**src/rtl/parity_serial_rx.sv**
```systemverilog
// parity_serial_rx: asynchronous serial receiver for the parity-protected byte link.
// Frame is start, 8 data bits LSB first, one parity bit, one stop bit.
//
// Parameters:
//   CLKS_PER_BIT  clock cycles per bit period (4..65535)
//   PARITY_ODD    0 = even parity, 1 = odd parity
// Ports:
//   clk           single clock, rising edge
//   rst           asynchronous active-high reset
//   rx_in         serial line, idles high, asynchronous to clk
//   data_out      last received byte, held until the next data_valid
//   data_valid    one-cycle pulse marking data_out and both flags as updated
//   parity_error  parity check result of the last frame
//   frame_error   stop bit of the last frame sampled low
//   busy          high whenever the receiver is not idle

module parity_serial_rx #(
    parameter int CLKS_PER_BIT = 16,
    parameter bit PARITY_ODD   = 1'b0
) (
    input  logic       clk,
    input  logic       rst,
    input  logic       rx_in,
    output logic [7:0] data_out,
    output logic       data_valid,
    output logic       parity_error,
    output logic       frame_error,
    output logic       busy
);

    localparam int          HALF     = CLKS_PER_BIT / 2;
    localparam logic [15:0] HALF_END = 16'(HALF - 1);
    localparam logic [15:0] BIT_END  = 16'(CLKS_PER_BIT - 1);

    typedef enum logic [2:0] {
        IDLE,
        START,
        DATA,
        PARITY,
        STOP,
        WAIT_HIGH
    } state_t;

    state_t      state;
    logic        rx_m;
    logic        rx_s;
    logic [15:0] tick_cnt;
    logic [2:0]  bit_idx;
    logic [7:0]  shreg;
    logic        p;

    // Two-flop synchronizer; resets to the idle line level so reset
    // release never looks like a start edge.
    always_ff @(posedge clk or posedge rst) begin
        if (rst) begin
            rx_m <= 1'b1;
            rx_s <= 1'b1;
        end else begin
            rx_m <= rx_in;
            rx_s <= rx_m;
        end
    end

    always_ff @(posedge clk or posedge rst) begin
        if (rst) begin
            state        <= IDLE;
            tick_cnt     <= '0;
            bit_idx      <= '0;
            shreg        <= '0;
            p            <= 1'b0;
            data_out     <= 8'h00;
            data_valid   <= 1'b0;
            parity_error <= 1'b0;
            frame_error  <= 1'b0;
            busy         <= 1'b0;
        end else begin
            data_valid <= 1'b0;
            unique case (state)
                IDLE: begin
                    if (!rx_s) begin
                        state    <= START;
                        tick_cnt <= '0;
                        busy     <= 1'b1;
                    end
                end
                // Half a bit after the edge: confirm the start bit is
                // still low, otherwise drop it as a glitch.
                START: begin
                    if (tick_cnt == HALF_END) begin
                        tick_cnt <= '0;
                        if (!rx_s) begin
                            state   <= DATA;
                            bit_idx <= '0;
                        end else begin
                            state <= IDLE;
                            busy  <= 1'b0;
                        end
                    end else begin
                        tick_cnt <= tick_cnt + 16'd1;
                    end
                end
                DATA: begin
                    if (tick_cnt == BIT_END) begin
                        tick_cnt       <= '0;
                        shreg[bit_idx] <= rx_s;
                        if (bit_idx == 3'd7) begin
                            state   <= PARITY;
                            bit_idx <= '0;
                        end else begin
                            bit_idx <= bit_idx + 3'd1;
                        end
                    end else begin
                        tick_cnt <= tick_cnt + 16'd1;
                    end
                end
                PARITY: begin
                    if (tick_cnt == BIT_END) begin
                        tick_cnt <= '0;
                        p        <= rx_s;
                        state    <= STOP;
                    end else begin
                        tick_cnt <= tick_cnt + 16'd1;
                    end
                end
                // Publish the frame at the stop sample. A low stop bit
                // parks in WAIT_HIGH so a stuck line gives one frame only.
                STOP: begin
                    if (tick_cnt == BIT_END) begin
                        tick_cnt     <= '0;
                        data_out     <= shreg;
                        parity_error <= (^shreg) ^ p ^ PARITY_ODD;
                        frame_error  <= ~rx_s;
                        data_valid   <= 1'b1;
                        if (rx_s) begin
                            state <= IDLE;
                            busy  <= 1'b0;
                        end else begin
                            state <= WAIT_HIGH;
                        end
                    end else begin
                        tick_cnt <= tick_cnt + 16'd1;
                    end
                end
                WAIT_HIGH: begin
                    if (rx_s) begin
                        state <= IDLE;
                        busy  <= 1'b0;
                    end
                end
                default: begin
                    state <= IDLE;
                    busy  <= 1'b0;
                end
            endcase
        end
    end

endmodule

```
**config.mk**
```make
export PLATFORM = sky130hd
export DESIGN_NAME = parity_serial_rx
export DESIGN_NICKNAME = d
export VERILOG_FILES = /design/src/rtl/parity_serial_rx.sv
export SDC_FILE = /design/constraint.sdc
export NUM_CORES = 1
export LEC_CHECK = 0
export BUFFER_PORTS_ARGS = -buffer_cell sky130_fd_sc_hd__buf_2
export CAP_MARGIN = 20
export CORE_AREA = 4 4 100 102
export CTS_BUF_LIST = sky130_fd_sc_hd__clkbuf_16
export CTS_CLUSTER_SIZE = 25
export DETAILED_ROUTE_END_ITERATION = 8
export DIE_AREA = 0 0 104 106
export GPL_TIMING_DRIVEN = 0
export SYNTH_ARGS = -nofsm -noshare
export SYNTH_HDL_FRONTEND = slang
export SYNTH_SLANG_ARGS = --single-unit
```
**constraint.sdc**
```tcl
create_clock -name clk -period 1.7 [get_ports clk]
set_input_delay 0.085 -clock clk [delete_from_list [all_inputs] [get_ports clk]]
set_output_delay 0.085 -clock clk [all_outputs]
set_load 0.02 [all_outputs]
```
==> results.md, run 1 <==
- DRC viols: 0
- Clk buf depth: 2
- CP Capture Type: register
- Pwr Density: roughly 1200 mW/mm^2
- RSZ-0062 raised after global routing: true
- Max_slew headroom: 0.627
- Worst Skew: 0.00880 ns
- H-tree depth: 2
- Core area: roughly 0.0091 mm^2
- Synth unique cells: 52
- Starting density of the core: 0.263
- Met1 GRT Util: 0.124
- Clock slew at the register clock pins of the worst setup and hold paths: 0.07 ns
- CTS Root Cell: clkbuf_16
- Pre-CTS setup slack: -0.437 ns
- Final worst slack: -0.281 ns
- WL/cell: 14.1 um
- Final Hold Fails: 0
- Post-synthesis cell count: about 210
- Full die area: 0.0110 mm^2
- Most Crowded Layer GR: met2
- VDD IR-drop max: 0.398 mV
- Top cells by area, synth: dfrtp_1 (45%), mux2_1 (3.8%), mux2_4 (3.1%), mux2_2 (2.8%), nor4_4 (2.7%)
- Layout cells sized above 1: 0.479
- Startpoint types: register
- Share of the synthesized area in the top cell type: 0.449
- Fin util: 0.364
- Total GRT Usage: 0.0985
- Initial DRC Count: 108
- Async set-reset flop share out of synthesis: 1.00
- Sum Neg Setup Slack: -7.59 ns
- Die Y: 106 um
- PortBufs: 14
- TritonCTS clock tree: done
- Post-synth top cells: dfrtp_1 (43), nand2_1 (15), nor2_1 (14), a21oi_1 (10), o21ai_0 (9)
- EDFF count, synth: 0
- Nets@finish: 268
- Initial antenna violation count: 0
- Routed Antenna Nets: 0
- Hold crit path type: input port to asynchronous set/reset pin
- Status: finished, violations left
- Cell type with the largest total area after synthesis: dfrtp_1
- Syn. warnings: 0
- FF+latch count, synth: 45
- CTS Buf Count: 5
- Period utilization: 1.17
- Post-synthesis area per instance: 11.2 um^2
- Area post-placement: between 0.002 and 0.003 mm^2
- Register area share after synthesis: 0.471
- Max Clk Rate: 505 MHz
- Detailed Route WL: 5.27 mm
- Via count: 1832
- CP Class: register to register
- Area grow syn2layout: 38.1%
- Met2 usage: 0.169
- Crit-path max FO: 4
- Die W: 104 um
- Vias in the first global route: 1896
- Global route overflow: 0
- Via-to-Cell Ratio: a little under 5
- Max-cap violations: 0
- WHS: 0.327 ns
- Count leader, synth: dfrtp_1
- First-pass GRT wire length: 9.01 mm
- ANT cells: 0
- Clk_lat worst skew: 0.29 ns
- RePlAce Congestion: 0.787
- I/O pin total: 15
- Row count: 35
- Pin count of the biggest net entering global routing: 29
- Static Leak: 1.49 nW
- First-pass DRT Iterations: 4
- Cell Area, Synth: roughly 0.0024 mm^2
- Post-Layout Inst Area: 0.00331 mm^2
- Failing checks: negative setup slack
- Worst path required time: 1.87 ns
- Max-slew violations: 0
- Most used DFF post-synth: dfrtp_1
- Worst-Margin Slew: 0.559 ns
- Syn_nets: 220
- Fillcell total: 873
- Final Critical Period: 1.98 ns
- Met3 GRT Util: 0.0158
- CP Data Arrival Time: approximately 2.2 ns
- Clk sinks: 45
- Post-DP HPWL: 3.24 mm
- Setup violators final: 43
==> worst max-delay path: stages (launching register included) <==
cell and delay [ns]:
dfrtp_2 0.45, nor4_4 0.38, buf_4 0.17, a41o_4 0.25
o21ai_4 0.09, buf_6 0.14, and3_4 0.14, a221o_1 0.25
==> kinds of logic after synthesis <==
| kind of cell | count (synthesis) | share of synthesized area |
|---|---|---|
| AO/OA/AOI/OAI | 45 | 0.127 |
| XOR/XNOR | 13 | 0.0475 |
| flip-flops | 45 | 0.471 |
| AND/OR/NAND/NOR | 74 | 0.203 |
| buffers and inverters | 15 | 0.0391 |
| multiplexers | 19 | 0.0970 |
| adder cells (fa/ha/maj) | 3 | 0.0157 |
==> worst paths after layout <==
| check | from | to | slack [ns] | depth (start not counted) |
|---|---|---|---|---|
| max | tick_cnt[7] | tick_cnt[9] | -0.28 | 7 |
| min | rst | data_out[5] | 0.33 | 3 |
| max reg2reg | tick_cnt[7] | tick_cnt[9] | -0.28 | 7 |
| min reg2reg | rx_m | rx_s | 0.36 | 0 |
| max in group asynchronous | rst | rx_s | 0.81 | 4 |
| min in group clk | rx_m | rx_s | 0.36 | 0 |
==> metal layers <==
| layer | routed length, um | part of all wire | up-vias |
|---|---|---|---|
| met5 | 0 | 0 | - |
| met4 | 99 | 0.019 | 0 |
| met3 | 141 | 0.027 | 9 |
| met2 | 2560 | 0.49 | 19 |
| met1 | 2470 | 0.47 | 913 |
| li1 | - | - | 891 |
==> layout make-up <==
type	instances	area, um^2	share of cell area
Clock buffer	5	125	0.0378
Multi-Input combinational cell	154	1410	0.425
Clock inverter	3	46.3	0.0140
Inverter	4	15.0	0.00453
Timing Repair Buffer	44	373	0.113
Buffer	8	73.8	0.0223
Tap cell	111	139	0.0419
Sequential cell	45	1130	0.342
==> metrics by stage <==
step,std cells,power [mW]
2_1_floorplan,214,2.07
4_1_cts,370,3.72
6_report,374,3.85
5_1_grt,374,4.08
3_3_place_gp,339,2.25
3_5_place_dp,340,2.27
==> report_power, final <==
group | internal, mW | leakage (nW) | switching (mW)
Sequential | 1.20 | 0.598 | 0.132
Clock | 0.696 | 0.0800 | 0.421
Combinational | 0.679 | 0.817 | 0.731
==> layout by cell type (no fill, tap or decap), types with 3 or more instances in the layout <==
cell,synthesis,final
nand2_2,0,3
nand2_1,15,12
nand2b_1,3,3
buf_4,2,11
o21ai_2,0,4
xnor2_1,7,7
a31oi_1,7,7
mux2_4,5,13
nand3b_1,3,3
a21oi_2,0,6
buf_2,1,14
clkbuf_16,0,5
nand3_1,7,4
mux2_2,6,5
dfrtp_2,0,4
dfrtp_1,43,39
nor2_1,14,10
xor2_1,6,6
nand4b_1,3,3
buf_6,3,18
nor4_4,3,3
nand4_1,5,5
a21oi_1,10,4
o21ai_0,9,4
==> registers in the layout, indices dropped and copies added, names as in the netlist <==
| name | flops |
|---|---|
| tick_cnt | 16 |
| data_out | 8 |
| shreg | 8 |
| bit_idx | 3 |
| state | 3 |
| busy | 1 |
| data_valid | 1 |
| frame_error | 1 |
| p | 1 |
| parity_error | 1 |
| rx_m | 1 |
| rx_s | 1 |
==> what timing repair did <==
action,4_1_cts,5_1_grt
setup endpoints to repair,40,43
cloned,1,0
setup buffers,21,5
hold buffers,2,0
endpoints found under the hold margin,18,0
pin swaps,17,19
resized for setup,46,29
No activity file was read; power rests on OpenSTA's default activity.
==> run 2, diff against run 1 <==
--- a/config.mk
+++ b/config.mk
@@ -8,7 +8,7 @@
 export BUFFER_PORTS_ARGS = -buffer_cell sky130_fd_sc_hd__buf_2
 export CAP_MARGIN = 20
 export CORE_AREA = 4 4 100 102
-export CTS_BUF_LIST = sky130_fd_sc_hd__clkbuf_16
+export CTS_BUF_LIST = sky130_fd_sc_hd__clkbuf_8
 export CTS_CLUSTER_SIZE = 25
 export DETAILED_ROUTE_END_ITERATION = 8
 export DIE_AREA = 0 0 104 106
==> results.md, run 2 (synthesized netlist as in run 1, its figures left out) <==
- Max-slew violations: 0
- Cells on worst reg2reg path: 6
- Worst reg2reg path endpoint: shreg[2]
- Metal-1 WL: 2.50 mm
- Flop-to-flop setup slack: -0.24 ns
- Die W: 104 um
- Final Hold Fails: 0
- Crit-path max FO: 5
- Reg-to-reg critical path startpoint: tick_cnt[13]
- Max-cap violations: 0
- Most common cell after layout, fill and taps aside: dfrtp_1
- PortBufs: 14
- CP Capture Type: register
- ANT cells: 0
- RePlAce Congestion: 0.787
- Final Critical Period: 1.94 ns
- Global route overflow: 0
- Setup violators final: 41
- Nets@finish: 268
- Area grow syn2layout: 35.0%
- CP Class: register to register
- Via-to-Cell Ratio: roughly 5.0
- Die Y: 106 um
- Worst Skew: about 0.011 ns
- Clk_lat worst skew: 0.30 ns
- CTS Root Cell: clkbuf_8
- Max Clk Rate: just over 500 MHz
- I/O pin total: 15
- First-pass GRT wire length: 8.83 mm
- Hold crit path type: input port to asynchronous set/reset pin
- WL/cell: 13.9 um
- CP Data Arrival Time: 2.14 ns
- WHS: 0.306 ns
- VDD IR-drop max: 0.458 mV
- Top reg by flops: tick_cnt
- Post-DP HPWL: roughly 3.2 mm
- Initial DRC Count: 79
- Pwr Density: 1070 mW/mm^2
- Clock slew at the register clock pins of the worst setup and hold paths: 0.09 ns
- Starting density of the core: 0.263
- Total GRT Usage: 0.0962
- Pin count of the biggest net entering global routing: 29
- Metal3 WL: 122 um
- Startpoint types: register
- Static Leak: 1.47 nW
- Max_slew headroom: 0.639
- Status: finished, violations left
- Detailed Route WL: 5.20 mm
- Failing checks: negative setup slack
- Max reg flops: 16
- DRC viols: 0
- TritonCTS clock tree: done
- Placed cells: 340
- Clk buf depth: 2
- Post-Layout Cell Count: 374
- Clk sinks: 45
- Row count: 35
- Full die area: 0.0110 mm^2
- Core area: approximately 0.0091 mm^2
- First-pass DRT Iterations: 4
- RSZ-0062 raised after global routing: true
- Tot Pwr: about 3.5 mW
- Worst-Margin Slew: 0.542 ns
- Vias in the first global route: 1813
- Initial antenna violation count: 0
- CTS Buf Count: 5
- Routed Antenna Nets: 0
- Layout cells sized above 1: 0.471
- Period utilization: 1.14
- Worst path required time: 1.89 ns
- Top Registers: tick_cnt (16), data_out (8), shreg (8)
- H-tree depth: 2
- WL met2: 2.49 mm
- Final worst slack: -0.243 ns
- Via count: 1852
- Commonest non-fill, non-tap cells in the layout: dfrtp_1 (40), buf_6 (14), buf_2 (14), buf_4 (14), mux2_4 (13)
- Top Metal Used: met4
==> run 2: final cells by class <==
cell class,instances,area (um^2)
Sequential cell,45,1130
Fill cell,885,5870
Multi-Input combinational cell,155,1410
Timing Repair Buffer,43,359
Buffer,8,65.1
Clock inverter,3,46.3
Clock buffer,5,68.8
Inverter,4,15.0
Tap cell,111,139
==> run 2: worst max-delay path, stage by stage, from the launching register on <==
cell and delay [ns]:
dfrtp_2 0.43, nor4_4 0.39, nand4_4 0.17, nor3_4 0.18, buf_6 0.15, and4bb_1 0.21, mux2_4 0.30
==> run 2: how the worst max path moves through the flow <==
stage | start | endpoint | slack [ns] | cells past startpoint
2_1_floorplan | tick_cnt[8] | shreg[1] | -0.18 | 6
3_3_place_gp | tick_cnt[12] | shreg[1] | -0.42 | 5
3_5_place_dp | tick_cnt[12] | shreg[1] | -0.44 | 5
4_1_cts | tick_cnt[8] | shreg[1] | -0.31 | 7
5_1_grt | tick_cnt[13] | data_out[7] | -0.36 | 6
6_report | tick_cnt[13] | shreg[2] | -0.24 | 6
==> run 2: power by group <==
group          switching, mW  internal [mW]  total, mW
Combinational          0.724          0.600       1.32
Sequential             0.131           1.20       1.33
Clock                  0.386          0.440      0.826
==> run 2: routing by layer <==
| layer | global-route usage | vias up |
|---|---|---|
| li1 | - | 894 |
| met1 | 0.128 | 927 |
| met2 | 0.155 | 23 |
| met3 | 0.0188 | 8 |
| met4 | 0.0361 | 0 |
| met5 | 0 | - |
==> run 2: metrics by stage <==
| step | setup WS, ns | utilization | instance area [um^2] | TNS [ns] |
|---|---|---|---|---|
| floorplan | -0.183 | - | 2430 | -1.58 |
| global placement | -0.420 | 0.290 | 2640 | -10.84 |
| detailed placement | -0.437 | 0.292 | 2660 | -8.22 |
| CTS | -0.311 | 0.340 | 3100 | -6.86 |
| global route | -0.364 | 0.355 | 3240 | -11.98 |
| finish | -0.243 | 0.355 | 3240 | -6.79 |
==> run 2: repair_timing <==
item | CTS | global route
endpoints found under the hold margin | 18 | 0
buffers inserted | 18 | 7
gates resized for setup | 42 | 27
gates cloned | 2 | 0
pin swaps | 17 | 12
hold buffers | 2 | 0
endpoints found under the setup margin | 40 | 43
